$ cat config.mk
export PLATFORM = sky130hd
export DESIGN_NAME = eight_to_thirty_two
export DESIGN_NICKNAME = d
export VERILOG_FILES = /design/src/rtl/eight_to_thirty_two.sv
export SDC_FILE = /design/constraint.sdc
export NUM_CORES = 1
export LEC_CHECK = 0
export CORE_ASPECT_RATIO = 0.7
export CORE_MARGIN = 2
export CORE_UTILIZATION = 55
export CTS_CLUSTER_DIAMETER = 60
export DETAILED_ROUTE_END_ITERATION = 8
export GPL_ROUTABILITY_DRIVEN = 0
export PLACE_DENSITY = 0.95
export SKIP_LAST_GASP = 1
export SLEW_MARGIN = 20
export SYNTH_ARGS = -nofsm -noshare
export SYNTH_HDL_FRONTEND = slang
export SYNTH_SLANG_ARGS = --single-unit
$ cat constraint.sdc
create_clock -name div_8_clk -period 4.2 [get_ports div_8_clk]
set_clock_uncertainty 0.05 [all_clocks]
set_input_delay 1.26 -clock div_8_clk [delete_from_list [all_inputs] [get_ports div_8_clk]]
set_output_delay 1.26 -clock div_8_clk [all_outputs]
set_load 0.01 [all_outputs]
$ cat src/rtl/eight_to_thirty_two.sv
// Byte-to-word deserializer: packs four link bytes (byte 0 in [7:0]) into a
// 32-bit word held until acknowledged, with gap timeout and overrun reporting.
module eight_to_thirty_two #(
    parameter int unsigned TIMEOUT_CYC = 8,
    parameter int unsigned CNT_W       = 16
) (
    input  logic             div_8_clk,
    input  logic             rst_n,
    input  logic             rx_valid,
    input  logic [7:0]       data_in,
    input  logic             data_ack,
    output logic [31:0]      data_out,
    output logic             data_valid,
    output logic             err_timeout,
    output logic             err_overrun,
    output logic [CNT_W-1:0] word_cnt
);

    localparam int unsigned TMR_W  = 8;
    localparam int unsigned WORD_W = 32;

    typedef enum logic [1:0] {
        IDLE = 2'd0,
        GOT1 = 2'd1,
        GOT2 = 2'd2,
        GOT3 = 2'd3
    } state_e;

    state_e state_q, state_d;

    logic [23:0]       buf_q, buf_d;
    logic [TMR_W-1:0]  tmr_q, tmr_d;
    logic [WORD_W-1:0] data_out_q, data_out_d;
    logic              data_valid_q, data_valid_d;
    logic              err_timeout_q, err_timeout_d;
    logic              err_overrun_q, err_overrun_d;
    logic [CNT_W-1:0]  word_cnt_q, word_cnt_d;

    logic timeout_c;
    logic complete_c;

    // A byte arriving in the expiry cycle takes priority over the timeout
    assign timeout_c  = (state_q != IDLE) && !rx_valid &&
                        (tmr_q == TMR_W'(TIMEOUT_CYC - 1));
    assign complete_c = rx_valid && (state_q == GOT3);

    // State register
    always_ff @(posedge div_8_clk) begin
        if (!rst_n) begin
            state_q <= IDLE;
        end else begin
            state_q <= state_d;
        end
    end

    // Next-state logic
    always_comb begin
        state_d = state_q;
        if (rx_valid) begin
            case (state_q)
                IDLE:    state_d = GOT1;
                GOT1:    state_d = GOT2;
                GOT2:    state_d = GOT3;
                GOT3:    state_d = IDLE;
                default: state_d = IDLE;
            endcase
        end else if (timeout_c) begin
            state_d = IDLE;
        end
    end

    // Datapath, gap timer and output next values
    always_comb begin
        buf_d         = buf_q;
        tmr_d         = tmr_q;
        data_out_d    = data_out_q;
        data_valid_d  = data_valid_q;
        err_timeout_d = 1'b0;
        err_overrun_d = 1'b0;
        word_cnt_d    = word_cnt_q;

        if (rx_valid) begin
            tmr_d = '0;
            case (state_q)
                IDLE:    buf_d[7:0]   = data_in;
                GOT1:    buf_d[15:8]  = data_in;
                GOT2:    buf_d[23:16] = data_in;
                default: buf_d        = buf_q;
            endcase
        end else if (state_q != IDLE) begin
            if (timeout_c) begin
                tmr_d         = '0;
                err_timeout_d = 1'b1;
            end else begin
                tmr_d = tmr_q + TMR_W'(1);
            end
        end

        if (data_valid_q && data_ack) begin
            data_valid_d = 1'b0;
        end

        // A same-cycle ack frees the slot, so only an unacked word is lost
        if (complete_c) begin
            data_out_d    = {data_in, buf_q};
            data_valid_d  = 1'b1;
            word_cnt_d    = word_cnt_q + CNT_W'(1);
            err_overrun_d = data_valid_q && !data_ack;
        end
    end

    always_ff @(posedge div_8_clk) begin
        if (!rst_n) begin
            buf_q         <= '0;
            tmr_q         <= '0;
            data_out_q    <= '0;
            data_valid_q  <= 1'b0;
            err_timeout_q <= 1'b0;
            err_overrun_q <= 1'b0;
            word_cnt_q    <= '0;
        end else begin
            buf_q         <= buf_d;
            tmr_q         <= tmr_d;
            data_out_q    <= data_out_d;
            data_valid_q  <= data_valid_d;
            err_timeout_q <= err_timeout_d;
            err_overrun_q <= err_overrun_d;
            word_cnt_q    <= word_cnt_d;
        end
    end

    assign data_out    = data_out_q;
    assign data_valid  = data_valid_q;
    assign err_timeout = err_timeout_q;
    assign err_overrun = err_overrun_q;
    assign word_cnt    = word_cnt_q;

endmodule
==> impl_metrics.tcl, run 1 <==
set metrics [dict create \
    outcome "finished clean" \
    max-clock-path-buffers 2 \
    ys.flop_type "dfxtp_1" \
    nets 462 \
    power_density_nw_per_um2 351 \
    cts_made_buffers 9 \
    final_area_sq_um 4060 \
    rows 23 \
    synth_edf_count 0 \
    fin_crit_sh_pct 65.8 \
    grt_pass1_wl_um 12200 \
    fmax_mhz 362 \
    leakagePower_nw 1.41 \
    grtUsageTotal_pct 24.8 \
    drv_slew 0 \
    yosys-top-cells-count "101 x nand2_1, 85 x dfxtp_1, 65 x a21oi_1" \
    placed_area_sq_um 3890 \
    path_delay_family "buffers and inverters" \
    portBuffers 62 \
    initial_core_util_pct 56.9 \
    drive_above_1_share_pct 5.35 \
    grt.busiest_layer "met2" \
    grt_util_met2_pct 38.2 \
    routedWlPerCell_um 14.6 \
    final_cells 524 \
    yosys.area.top_type "dfxtp_1" \
    end_kind "primary output" \
    synthesis.nets 407 \
    syn_inst 389 \
    gr-usage-met3_pct 8.15 \
    ys_seq_elements 85 \
    rsz0062_at_grt "false" \
    clkSlewWorstSetupHoldPaths_ps 80 \
    tns_ps 0 \
    cap_violations 0 \
    drc_errors 0 \
    dr.pass1.iters 4 \
    slew_headroom_pct 56.2 \
    whs_ps 409 \
    ir_drop_v 0.000222 \
    ctsHoldBuffers 0 \
    yosysUniqueCellTypes 31 \
    critPathMaxStageDelay_ps 600 \
    routed_wl_um 7630 \
    finalHoldViolations 0 \
    htree_levels 3 \
    hold_path.class "reg -> reg" \
    syn-cell-area_sq_um 3240 \
    arrival_ps 1450 \
    worst_slew_pin_slew_ps 655 \
    period_needed_ps 2760 \
    total_power_mw 1.42 \
    clk_latency_ps 360 \
    clock-sinks 85 \
    setup_viol 0 \
    antenna_cells 0 \
    core_sq_um 5700 \
    postRouteAntennaNets 0 \
    ys_warn_count 0 \
    viasPerCell 5.51 \
    hpwl_um 5290 \
    r2r_cells 6 \
    first_iter_violations 242 \
    via_count 2886 \
    synthToLayoutAreaGrowth_pct 25.3 \
    worst-path-stages 1 \
    use_met1_pct 33.0 \
    synth_most_common_cell "nand2_1" \
    cts_tree "yes" \
    seq_area_frac_synth_pct 52.5 \
    synthDominantCellAreaShare_pct 52.5 \
    crit_fanout 4 \
    path_class "reg -> out" \
    cp.required_ps 2890 \
    gr-total-overflow 0 \
    first_global_vias 2655 \
    cts_setup_buffers 0 \
    post_cts_resized 0 \
    antenna_found_initial 0 \
    dp_cells 508 \
    die_h_um 68.2 \
    synth.area.top_cells "dfxtp_1 53%, nand2_1 12%, a21oi_1 10%" \
    dieArea_sq_um 6530 \
    root_buffer "clkbuf_8" \
    grt_max_degree 41 \
    path_buf_inv 1 \
    crit_chain "clkdlybuf4s50_1" \
    start_kind "flip-flop" \
    hold_depth 2 \
    die_x_um 95.7 \
    syn_avg_cell_area_sq_um 8.33 \
    io_pins 63 \
    cpMaxStageDelayCell "clkdlybuf4s50_1" \
    async_flop_share_pct 0 \
]
[metrics by stage]
stage               setup WS (ps)  utilization, %
global route                 1330            71.3
CTS                          1430            71.3
floorplan                    1830               -
finish                       1440            71.3
detailed placement           1100            68.3
global placement             1170            68.3
[placed cells by master (no fill, tap or decap), types with 6 or more instances in the layout]
master,synthesis,routed
nand2_1,101,101
clkdlybuf4s50_1,0,62
nand3_1,32,32
ha_1,6,6
clkbuf_8,0,9
dfxtp_1,85,85
a21oi_1,65,65
xor2_1,12,12
nor2_1,20,20
[logic make-up after synthesis]
family          count (synthesis)  share of synthesized area, %
mux                             2                         0.618
xor+xnor                       16                          4.33
buf+inv                        29                          3.75
fa+ha+maj                       6                          2.32
flops                          85                          52.5
compound gates                 71                          11.0
simple gates                  180                          25.4
[final cells by class]
cell class                 instances  area [sq um]
timing repair buffer              67           658
fill                             413          1640
multi-input combinational        275          1420
clock inverter                     6          40.0
tap                               75          93.8
sequential                        85          1700
inverter                           6          22.5
clock buffer                      10           128
[path summary, 6_finish.rpt]
check             slack, ps           to   startpoint
setup reg to reg       2330   state_q[0]   state_q[0]
hold reg to reg         410  data_out[4]  data_out[4]
setup / recovery       1440  word_cnt[8]  word_cnt[8]
hold / removal          410  data_out[4]  data_out[4]
[report_power, final]
group,total (mW),leakage [nW],switching [mW],internal [mW]
logic,0.0895,0.636,0.0581,0.0315
clock network,0.505,0.0860,0.291,0.214
registers,0.829,0.687,0.00975,0.819
[routing by layer]
metal	part of all wire [%]	routed length, um	vias to the layer above
met5	0	0	-
met4	1.8	134	0
met3	8.9	679	18
met2	46	3520	133
met1	43	3300	1335
li1	-	-	1400
[worst register-to-register path, stage by stage, from the launching register on]
cell      delay, ps
dfxtp_1         390
inv_1            90
ha_1            410
and3b_1         350
nand3_1         170
a21oi_1         200
a211oi_1         60
[state kept, by name, indices dropped and copies added (netlist names)]
register and cells:
buf_q 24, data_out 32, data_valid 1, err_overrun 1, err_timeout 1, state_q 2, tmr_q 8, word_cnt 16
No activity file was read; power rests on OpenSTA's default activity.
==> run 2, diff against run 1 <==
--- a/config.mk
+++ b/config.mk
@@ -7,11 +7,11 @@
 export LEC_CHECK = 0
 export CORE_ASPECT_RATIO = 0.7
 export CORE_MARGIN = 2
-export CORE_UTILIZATION = 55
+export CORE_UTILIZATION = 46
 export CTS_CLUSTER_DIAMETER = 60
 export DETAILED_ROUTE_END_ITERATION = 8
 export GPL_ROUTABILITY_DRIVEN = 0
-export PLACE_DENSITY = 0.95
+export PLACE_DENSITY = 0.86
 export SKIP_LAST_GASP = 1
 export SLEW_MARGIN = 20
 export SYNTH_ARGS = -nofsm -noshare
==> constraint.sdc (replaced) <==
create_clock -name div_8_clk -period 2.3 [get_ports div_8_clk]
set_clock_uncertainty 0.05 [all_clocks]
set_input_delay 0.69 -clock div_8_clk [delete_from_list [all_inputs] [get_ports div_8_clk]]
set_output_delay 0.69 -clock div_8_clk [all_outputs]
set_load 0.01 [all_outputs]
==> impl_metrics.tcl, run 2 (synthesized netlist as in run 1, its figures left out) <==
set metrics [dict create \
    max-clock-path-buffers 2 \
    first_iter_violations 194 \
    post_cts_resized 0 \
    cts_setup_buffers 0 \
    via_count 2798 \
    crit_chain "clkdlybuf4s50_1" \
    routedWlPerCell_um 13.7 \
    first_global_vias 2529 \
    largest_reg_flops 32 \
    rows 25 \
    die_h_um 74.2 \
    path_delay_family "buffers and inverters" \
    outcome "finished clean" \
    path_class "reg -> out" \
    whs_ps 406 \
    rsz0062_at_grt "false" \
    crit_fanout 4 \
    grt_pass1_wl_um 12100 \
    io_pins 63 \
    period_needed_ps 2150 \
    routed_wl_um 7460 \
    initial_core_util_pct 47.7 \
    cap_violations 0 \
    cp.required_ps 1560 \
    gr-total-overflow 0 \
    dieArea_sq_um 7740 \
    clkSlewWorstSetupHoldPaths_ps 80 \
    setup_viol 0 \
    die_x_um 104 \
    root_buffer "clkbuf_8" \
    mostFrequentLayoutCells "101 x nand2_1, 85 x dfxtp_1, 65 x a21oi_1" \
    power_density_nw_per_um2 640 \
    clk_latency_ps 350 \
    nets 465 \
    tns_ps 0 \
    final_core_util_pct 61.1 \
    fin_crit_sh_pct 93.3 \
    slew_headroom_pct 66.4 \
    arrival_ps 1410 \
    synthToLayoutAreaGrowth_pct 28.0 \
    hold_path.class "reg -> reg" \
    clock-sinks 85 \
    htree_levels 3 \
    dr.pass1.iters 4 \
    grt_max_degree 58 \
    fmax_mhz 466 \
    drv_slew 0 \
    core_sq_um 6790 \
    worst_slew_pin_slew_ps 504 \
    cpMaxStageDelayCell "clkdlybuf4s50_1" \
    drive_above_1_share_pct 6.19 \
    leakagePower_nw 1.43 \
    critPathMaxStageDelay_ps 590 \
    end_kind "primary output" \
    cts_tree "yes" \
    cts_made_buffers 9 \
    portBuffers 62 \
    preCtsSetupSlack_ps -42.6 \
    path_buf_inv 1 \
    hpwl_um 5210 \
    ctsHoldBuffers 0 \
    drc_errors 0 \
    ir_drop_v 0.000300 \
    setup_slack_ps 153 \
    postRouteAntennaNets 0 \
    start_kind "flip-flop" \
    antenna_found_initial 0 \
    final_common_cell "nand2_1" \
    finalHoldViolations 0 \
    grtUsageTotal_pct 19.7 \
    antenna_cells 0 \
    viasPerCell 5.12 \
]
## run 2: layer usage
metal  GRT usage (%)  share of wire, %  vias to the layer above
met3            5.17               5.7                       10
met2            32.1                46                       84
met1            26.1                46                     1296
li1                -                 -                     1408
met5               0                 0                        -
met4            6.61               1.4                        0
## run 2: layout make-up
| type | count | area, sq um |
|---|---|---|
| flip-flops and latches | 85 | 1700 |
| fillers | 586 | 2640 |
| inverters | 6 | 22.5 |
| clock buffers | 10 | 138 |
| multi-input cells | 275 | 1420 |
| well taps | 94 | 118 |
| repair buffers | 70 | 706 |
| clock inverters | 6 | 45.0 |
## run 2: worst paths after layout
check	cells after the start	from	slack, ps	endpoint
worst max register to register	6	state_q[0]	530	state_q[0]
worst min-delay path	2	data_out[20]	410	data_out[20]
worst max-delay path	1	word_cnt[8]	150	word_cnt[8]
worst min register to register	2	data_out[20]	410	data_out[20]
## run 2: metrics by stage
stage	area (sq um)	cells	total power, mW
after global routing	4150	546	2.75
after global placement	3960	530	1.70
final	4150	546	2.65
after floorplan	3240	389	1.64
after CTS	4150	546	2.66
after detailed placement	3960	530	1.71
## run 2: power by group
part	switching (mW)	internal [mW]	leakage (nW)
clock	0.548	0.427	0.0853
combinational	0.101	0.0616	0.663
sequential	0.0178	1.50	0.687
total	0.667	1.99	1.43
## run 2: worst min-delay path, cell delays in order, from the launching register on
cell and delay [ps]:
dfxtp_1 320, nand2_1 50, a21oi_1 50
==> run 3, diff against run 2 <==
--- a/config.mk
+++ b/config.mk
@@ -7,11 +7,12 @@
 export LEC_CHECK = 0
 export CORE_ASPECT_RATIO = 0.7
 export CORE_MARGIN = 2
-export CORE_UTILIZATION = 46
-export CTS_CLUSTER_DIAMETER = 60
+export CORE_UTILIZATION = 30
+export CTS_CLUSTER_DIAMETER = 150
 export DETAILED_ROUTE_END_ITERATION = 8
 export GPL_ROUTABILITY_DRIVEN = 0
-export PLACE_DENSITY = 0.86
+export PLACE_DENSITY = 0.64
+export REMOVE_ABC_BUFFERS = 1
 export SKIP_LAST_GASP = 1
 export SLEW_MARGIN = 20
 export SYNTH_ARGS = -nofsm -noshare
==> impl_metrics.tcl, run 3 (synthesized netlist as in run 1, its figures left out) <==
set metrics [dict create \
    outcome "finished clean" \
    cts_setup_buffers 0 \
    clk_latency_ps 340 \
    critPathMaxStageDelay_ps 600 \
    initial_core_util_pct 31.0 \
    p_seq_share_pct 48.0 \
    drive_above_1_share_pct 6.40 \
    rows 31 \
    end_kind "primary output" \
    clock-sinks 85 \
    synthToLayoutAreaGrowth_pct 33.9 \
    highest_layer "met4" \
    mostFrequentLayoutCells "101 x nand2_1, 85 x dfxtp_1, 65 x a21oi_1" \
    arrival_ps 1420 \
    first_iter_violations 167 \
    first_global_vias 2558 \
    nets 466 \
    antenna_cells 0 \
    post_cts_resized 0 \
    hold_path.class "reg -> reg" \
    ctsHoldBuffers 0 \
    grtUsageTotal_pct 13.8 \
    postRouteAntennaNets 0 \
    crit_fanout 4 \
    finalHoldViolations 0 \
    routedWlPerCell_um 12.9 \
    ir_drop_v 0.000376 \
    hpwl_um 5150 \
    dr.pass1.iters 4 \
    wl_met1_um 3960 \
    core_sq_um 10400 \
    period_needed_ps 2160 \
    drv_slew 0 \
    cts_made_buffers 9 \
    cp.required_ps 1560 \
    fin_crit_sh_pct 93.7 \
    io_pins 63 \
    routed_wl_um 7550 \
    path_class "reg -> out" \
    worst_slew_pin_slew_ps 356 \
    cap_violations 0 \
    final_common_cell "nand2_1" \
    cts_tree "yes" \
    clkSlewWorstSetupHoldPaths_ps 70 \
    pwr-share-comb_pct 5.3 \
    grt_pass1_wl_um 12800 \
    root_buffer "clkbuf_16" \
    wl_met2_um 3060 \
    rsz0062_at_grt "false" \
    path_delay_family "buffers and inverters" \
    antenna_found_initial 0 \
    wl_met3_um 450 \
    viasPerCell 4.74 \
    leakagePower_nw 1.50 \
    power_density_nw_per_um2 727 \
    start_kind "flip-flop" \
    path_buf_inv 1 \
    dieArea_sq_um 11700 \
    tns_ps 0 \
    die_x_um 128 \
    crit_chain "clkdlybuf4s50_1" \
    swShare_pct 23.3 \
    portBuffers 62 \
    slew_headroom_pct 76.3 \
    max-clock-path-buffers 2 \
    cpMaxStageDelayCell "clkdlybuf4s50_1" \
    setup_viol 0 \
    fmax_mhz 464 \
    internal_power_mw 2.42 \
    gr-total-overflow 0 \
    htree_levels 3 \
    largest_reg_flops 32 \
    grt_max_degree 77 \
    via_count 2771 \
    die_h_um 90.9 \
    final_core_util_pct 41.6 \
    power_frac_clock_pct 46.7 \
    drc_errors 0 \
    switchingPower_mw 0.735 \
]
run 3: changes by cell type in the layout (fill, tap and decap cells not counted):
cell        previous run  this run
clkinvlp_4             3         1
clkinv_4               0         3
clkinv_2               1         0
bufinv_16              0         1
buf_12                 2         3
clkbuf_8              10         0
clkbuf_16              0         9
run 3: per-stage QoR:
step	area (sq um)	hold WS, ps	instances	setup WS, ps	power (mW)
6_report	4340	404	585	144	3.15
5_1_grt	4340	420	585	95.9	3.27
4_1_cts	4340	405	585	126	3.18
3_5_place_dp	4030	398	569	8.30	1.71
3_3_place_gp	4030	394	569	41.1	1.71
2_1_floorplan	3140	382	366	170	1.63
run 3: power by group through the flow:
| stage | logic (mW) | clock network [mW] | registers [mW] |
|---|---|---|---|
| 2_1_floorplan | 0.0840 | 0 | 1.54 |
| 3_3_place_gp | 0.162 | 0 | 1.55 |
| 3_5_place_dp | 0.165 | 0 | 1.55 |
| 6_report | 0.166 | 1.47 | 1.51 |
| 5_1_grt | 0.186 | 1.57 | 1.52 |
| 4_1_cts | 0.166 | 1.50 | 1.51 |
run 3: cell type report:
cell class              instances  area, sq um
well taps                     132          165
clock inverters                 7         81.3
fillers                      1015         6100
multi-input cells             275         1420
inverters                       6         22.5
clock buffers                   9          225
flip-flops and latches         85         1700
repair buffers                 71          726
run 3: worst paths after layout:
kind | startpoint | endpoint | slack [ps] | depth (start not counted)
max | word_cnt[8] | word_cnt[8] | 140 | 1
min | buf_q[12] | data_out[12] | 400 | 2
max reg2reg | state_q[0] | word_cnt[13] | 610 | 5
min reg2reg | buf_q[12] | data_out[12] | 400 | 2
run 3: routing by layer:
metal | track usage, % | up-vias
met1 | 20.1 | 1291
met3 | 4.12 | 9
met4 | 4.67 | 0
met5 | 0 | -
met2 | 19.1 | 59
li1 | - | 1412
